`config.mk`:
```
export PLATFORM = sky130hd
export DESIGN_NAME = bcd_serial_add_ctrl
export DESIGN_NICKNAME = d
export VERILOG_FILES = /design/src/rtl/bcd_pkg.sv /design/src/rtl/bcd_fadd_1digit.sv /design/src/rtl/bcd_serial_add_ctrl.sv
export SDC_FILE = /design/constraint.sdc
export NUM_CORES = 1
export LEC_CHECK = 0
export BUFFER_PORTS_ARGS = -buffer_cell sky130_fd_sc_hd__buf_2
export CAP_MARGIN = 20
export CORE_ASPECT_RATIO = 1.2
export CORE_MARGIN = 1.5
export CORE_UTILIZATION = 54
export CTS_CLUSTER_SIZE = 20
export DETAILED_ROUTE_END_ITERATION = 10
export GPL_ROUTABILITY_DRIVEN = 1
export GPL_TIMING_DRIVEN = 1
export PLACE_DENSITY = 0.82
export SLEW_MARGIN = 20
export SYNTH_ARGS = -nofsm -noshare
export SYNTH_HDL_FRONTEND = slang
export SYNTH_SLANG_ARGS = --single-unit
export TNS_END_PERCENT = 5
```
`constraint.sdc`:
```
create_clock -name clk -period 5 [get_ports clk]
set_clock_uncertainty 0.2 [all_clocks]
set_input_delay 0.75 -clock clk [delete_from_list [all_inputs] [get_ports clk]]
set_output_delay 0.75 -clock clk [all_outputs]
set_load 0.02 [all_outputs]
```
`src/rtl/bcd_pkg.sv`:
```
// ============================================================================
// bcd_pkg : shared BCD widths, digit limit and controller state encoding.
// Rev 1.0 - initial release
// ============================================================================
`default_nettype none

package bcd_pkg;

    localparam int DIGIT_W = 4;
    localparam logic [DIGIT_W-1:0] BCD_MAX = 4'd9;

    typedef enum logic [1:0] {
        IDLE = 2'd0,
        RUN  = 2'd1,
        DONE = 2'd2
    } state_t;

endpackage

`default_nettype wire

```
`src/rtl/bcd_fadd_1digit.sv`:
```
// ============================================================================
// bcd_fadd_1digit : combinational single-digit BCD full adder.
// Rev 1.0 - initial release
// ============================================================================
`default_nettype none

module bcd_fadd_1digit
    import bcd_pkg::*;
(
    input  logic [DIGIT_W-1:0] a_i,
    input  logic [DIGIT_W-1:0] b_i,
    input  logic               c_i,
    output logic [DIGIT_W-1:0] s_o,
    output logic               c_o
);

    logic [DIGIT_W:0] raw;

    always_comb begin
        raw = {1'b0, a_i} + {1'b0, b_i} + {{DIGIT_W{1'b0}}, c_i};
        if (raw > {1'b0, BCD_MAX}) begin
            // Skip the six unused codes A..F to wrap back into decimal.
            s_o = DIGIT_W'(raw + (DIGIT_W+1)'(6));
            c_o = 1'b1;
        end else begin
            s_o = raw[DIGIT_W-1:0];
            c_o = 1'b0;
        end
    end

endmodule

`default_nettype wire

```
`src/rtl/bcd_serial_add_ctrl.sv`:
```
// ============================================================================
// bcd_serial_add_ctrl : digit-serial BCD adder, one shared digit adder, LSD first.
// Optional macro BCD_SERIAL_DIGIT_CHECK_EN adds err output for non-BCD operands.
// Rev 1.0 - initial release
// ============================================================================
`default_nettype none

module bcd_serial_add_ctrl
    import bcd_pkg::*;
#(
    parameter int DIGITS = 4
) (
    input  logic                    clk,
    input  logic                    rst_n,
    input  logic                    start,
    input  logic [4*DIGITS-1:0]     a,
    input  logic [4*DIGITS-1:0]     b,
    input  logic                    cin,
    output logic                    busy,
    output logic                    done,
    output logic [4*DIGITS-1:0]     sum,
`ifdef BCD_SERIAL_DIGIT_CHECK_EN
    output logic                    err,
`endif
    output logic                    cout
);

    localparam int SUM_W = DIGIT_W * DIGITS;
    localparam int IDX_W = $clog2(DIGITS);
    localparam logic [IDX_W-1:0] LAST_IDX = IDX_W'(DIGITS - 1);

    state_t             state_q, state_d;
    logic [SUM_W-1:0]   a_q, a_d;
    logic [SUM_W-1:0]   b_q, b_d;
    logic [SUM_W-1:0]   sum_q, sum_d;
    logic [IDX_W-1:0]   idx_q, idx_d;
    logic               carry_q, carry_d;
    logic               cout_q, cout_d;
    logic               err_q, err_d;

    logic [DIGIT_W-1:0] dig_a, dig_b, dig_s;
    logic               dig_c;

    function automatic logic any_invalid(input logic [SUM_W-1:0] v);
        logic bad;
        bad = 1'b0;
        for (int i = 0; i < DIGITS; i++) begin
            if (v[i*DIGIT_W +: DIGIT_W] > BCD_MAX) begin
                bad = 1'b1;
            end
        end
        return bad;
    endfunction

    assign dig_a = a_q[idx_q*DIGIT_W +: DIGIT_W];
    assign dig_b = b_q[idx_q*DIGIT_W +: DIGIT_W];

    bcd_fadd_1digit u_fadd (
        .a_i (dig_a),
        .b_i (dig_b),
        .c_i (carry_q),
        .s_o (dig_s),
        .c_o (dig_c)
    );

    always_comb begin
        state_d = state_q;
        a_d     = a_q;
        b_d     = b_q;
        sum_d   = sum_q;
        idx_d   = idx_q;
        carry_d = carry_q;
        cout_d  = cout_q;
        err_d   = err_q;
        case (state_q)
            IDLE: begin
                if (start) begin
                    a_d     = a;
                    b_d     = b;
                    carry_d = cin;
                    idx_d   = '0;
                    sum_d   = '0;
`ifdef BCD_SERIAL_DIGIT_CHECK_EN
                    err_d   = any_invalid(a) | any_invalid(b);
`else
                    err_d   = 1'b0;
`endif
                    state_d = RUN;
                end
            end
            RUN: begin
                sum_d[idx_q*DIGIT_W +: DIGIT_W] = dig_s;
                carry_d = dig_c;
                idx_d   = idx_q + 1'b1;
                if (idx_q == LAST_IDX) begin
                    idx_d   = '0;
                    cout_d  = dig_c;
                    state_d = DONE;
                    // A rejected operand still takes full latency but never reports a value.
                    if (err_q) begin
                        sum_d  = '0;
                        cout_d = 1'b0;
                    end
                end
            end
            DONE: begin
                state_d = IDLE;
            end
            default: begin
                state_d = IDLE;
            end
        endcase
    end

    always_ff @(posedge clk or negedge rst_n) begin
        if (!rst_n) begin
            state_q <= IDLE;
            a_q     <= '0;
            b_q     <= '0;
            sum_q   <= '0;
            idx_q   <= '0;
            carry_q <= 1'b0;
            cout_q  <= 1'b0;
            err_q   <= 1'b0;
        end else begin
            state_q <= state_d;
            a_q     <= a_d;
            b_q     <= b_d;
            sum_q   <= sum_d;
            idx_q   <= idx_d;
            carry_q <= carry_d;
            cout_q  <= cout_d;
            err_q   <= err_d;
        end
    end

    assign busy = (state_q == RUN);
    assign done = (state_q == DONE);
    assign sum  = sum_q;
    assign cout = cout_q;
`ifdef BCD_SERIAL_DIGIT_CHECK_EN
    assign err  = err_q;
`endif

endmodule

`default_nettype wire

```
==> impl_metrics.env <==
export IMPL_die_h_um=79.1
export IMPL_synth_area_leaders="dfrtp_1 (52%), mux2_1 (9.9%), mux4_2 (6.9%), mux2_2 (4.3%), ha_1 (3.8%)"
export IMPL_ys_async_sr_fraction_pct=100
export IMPL_start_kind="register"
export IMPL_route_antenna_remaining_nets=0
export IMPL_area_growth_pct=16.8
export IMPL_clock_sinks=54
export IMPL_grt_pass1_wl_mm=8.71
export IMPL_antenna_found_initial=0
export IMPL_ctsHoldBuffers=0
export IMPL_routedWlPerCell_um=15.8
export IMPL_dp_hpwl_mm=3.76
export IMPL_syn_cell_area_um2=2610
export IMPL_path_max_fanout=14
export IMPL_diodes=0
export IMPL_period_share_pct=84.3
export IMPL_r2r_slack_ns=0.79
export IMPL_cts_tree="yes"
export IMPL_slew_violations=0
export IMPL_drt_wl_total_mm=5.04
export IMPL_start_util_pct=56.3
export IMPL_required_ns=5.04
export IMPL_hold_violations=0
export IMPL_grt_max_degree=55
export IMPL_routed_via_count=1767
export IMPL_path_class="register to register"
export IMPL_status="complete, no violations"
export IMPL_min_period_ns=4.21
export IMPL_fin_setup_tns_ns=0
export IMPL_ys_ff_latch=54
export IMPL_worst_hold_slack_ns=0.291
export IMPL_portBuffers=54
export IMPL_synthTopCellsByCount="dfrtp_1 (54), mux2_1 (23), nand2_1 (23)"
export IMPL_synth_edf_count=0
export IMPL_syn_avg_cell_area_um2=12.8
export IMPL_post_cts_buffers=0
export IMPL_synth_main_ff_cell="dfrtp_1"
export IMPL_clk_path_buf_depth=2
export IMPL_yosysTopAreaCell="dfrtp_1"
export IMPL_drt_initial_drc_count=130
export IMPL_fmax_mhz=237
export IMPL_finalSetupViolations=0
export IMPL_maxCapViolations=0
export IMPL_ys_warn_count=0
export IMPL_rows=27
export IMPL_cpMaxStageDelayCell="dfrtp_1"
export IMPL_grt_use_total_pct=22.3
export IMPL_overflow=0
export IMPL_fillers=347
export IMPL_grt_pass1_vias=1850
export IMPL_fin_util_pct=65.8
export IMPL_vias_per_cell=5.54
export IMPL_drtPass1Iterations=4
export IMPL_synthCells=204
export IMPL_rsz0062_at_grt="false"
export IMPL_clk_latency_ns=0.31
export IMPL_tightest_slew_ns=0.663
export IMPL_drcViolationCount=0
export IMPL_drive_gt1_share_pct=34.1
export IMPL_critPathMaxStageDelay_ns=0.77
export IMPL_place_gp_congestion=0.814
export IMPL_hold_class="register to register"
export IMPL_fp_dieArea_um2=5260
export IMPL_die_w_um=66.4
export IMPL_synth_distinct_cells=41
export IMPL_cts_repair_resized=0
export IMPL_cts_buffers_inserted=5
export IMPL_synth_nets=250
export IMPL_ys_seq_area_share_pct=51.8
export IMPL_coreArea_um2=4630
export IMPL_cp_cell_sequence="mux4_2 > fa_1 > fa_1 > xor2_1 > inv_1 > ha_1 > nor2b_1 > or3_4 > o311a_4 > o21ai_1"
export IMPL_h_tree_depth=2
export IMPL_clk_pin_slew_ns=0.10
export IMPL_arrival_ns=4.25
export IMPL_ios=55
export IMPL_endpoint_kind="register"
export IMPL_finalNetCount=306
export IMPL_clock_root_buffer="clkbuf_8"
export IMPL_synth_top_area_share_pct=51.8
export IMPL_slew_headroom_pct=55.8
export IMPL_yosysMostFrequentCell="dfrtp_1"
export IMPL_crit_top_cell="fa_1"
## cells in the final DEF (no fill, tap or decap), types with 2 or more instances in the layout
cell type and count:
dfrtp_1 54, buf_2 54, mux2_1 23, nand2_1 23
o21ai_1 15, mux2_2 10, mux4_2 8, ha_1 8
inv_1 6, a21o_1 5, clkbuf_8 5, nor2_1 4
nand2b_1 3, nor3_1 3, nand3_1 3, nor2b_1 2
a21oi_2 2, o22ai_1 2, o21ai_0 2, fa_1 2
buf_4 2
## flip-flops by register name (all words and copies together) (netlist names)
signal,cells
a_q,16
carry_q,1
idx_q,2
b_q,16
cout,1
state_q,2
sum,16
## worst max-delay path: cells and delay by family (launching register included)
| family | cells | cell delay (ns) |
|---|---|---|
| XOR/XNOR | 1 | 0.28 |
| buffers and inverters | 1 | 0.08 |
| AO/OA/AOI/OAI | 2 | 0.52 |
| AND/OR/NAND/NOR | 2 | 0.57 |
| flip-flops | 1 | 0.77 |
| multiplexers | 1 | 0.61 |
| adder cells (fa/ha/maj) | 3 | 1.12 |
## metrics by stage
stage          setup WS (ns)  cell area, µm²  instances
6_report               0.786            3050        319
5_1_grt                0.525            3050        319
4_1_cts                0.766            3050        319
3_5_place_dp           0.797            2940        311
3_3_place_gp           0.892            2940        311
2_1_floorplan           1.12            2610        204
## final cells by class
cell class	count	area, µm²	share of cell area (%)
sequential	54	1350	44.4
multi-input combinational	137	1200	39.5
timing repair buffer	56	285	9.36
clock buffer	6	72.6	2.38
tap	58	72.6	2.38
clock inverter	2	37.5	1.23
inverter	6	22.5	0.739
## cell families after synthesis
logic type / Yosys count / synth area share [%]
muxes: 42 / 21.5
AOI/OAI and AO/OA: 37 / 9.93
and+or+nand+nor: 47 / 8.93
DFF: 54 / 51.8
buffers and inverters: 13 / 2.06
adders and majority gates: 10 / 5.37
xor gates and xnor gates: 1 / 0.336
## per-layer routing
layer  vias up  GRT usage, %  wire [µm]
li1        849             -          -
met5         -             0          0
met4         0          8.57         83
met3         7          4.11        193
met2        50          38.0       2650
met1       861          27.7       2110
## path summary, 6_finish.rpt
| path | from | to | cells past startpoint |
|---|---|---|---|
| worst max register to register | idx_q[0]$_DFFE_PN0P_ | sum[6]$_DFFE_PN0P_ | 10 |
| worst min register to register | sum[11]$_DFFE_PN0P_ | sum[11]$_DFFE_PN0P_ | 2 |
| max in group asynchronous | rst_n | b_q[9]$_DFFE_PN0P_ | 2 |
| worst min-delay path | sum[11]$_DFFE_PN0P_ | sum[11]$_DFFE_PN0P_ | 2 |
| worst max-delay path | idx_q[0]$_DFFE_PN0P_ | sum[6]$_DFFE_PN0P_ | 10 |
| min in group asynchronous | rst_n | sum[15]$_DFFE_PN0P_ | 2 |
Power is left out: the tool's default activity adds up to more than one toggle a clock period on the data nets, which glitch-free logic cannot reach.
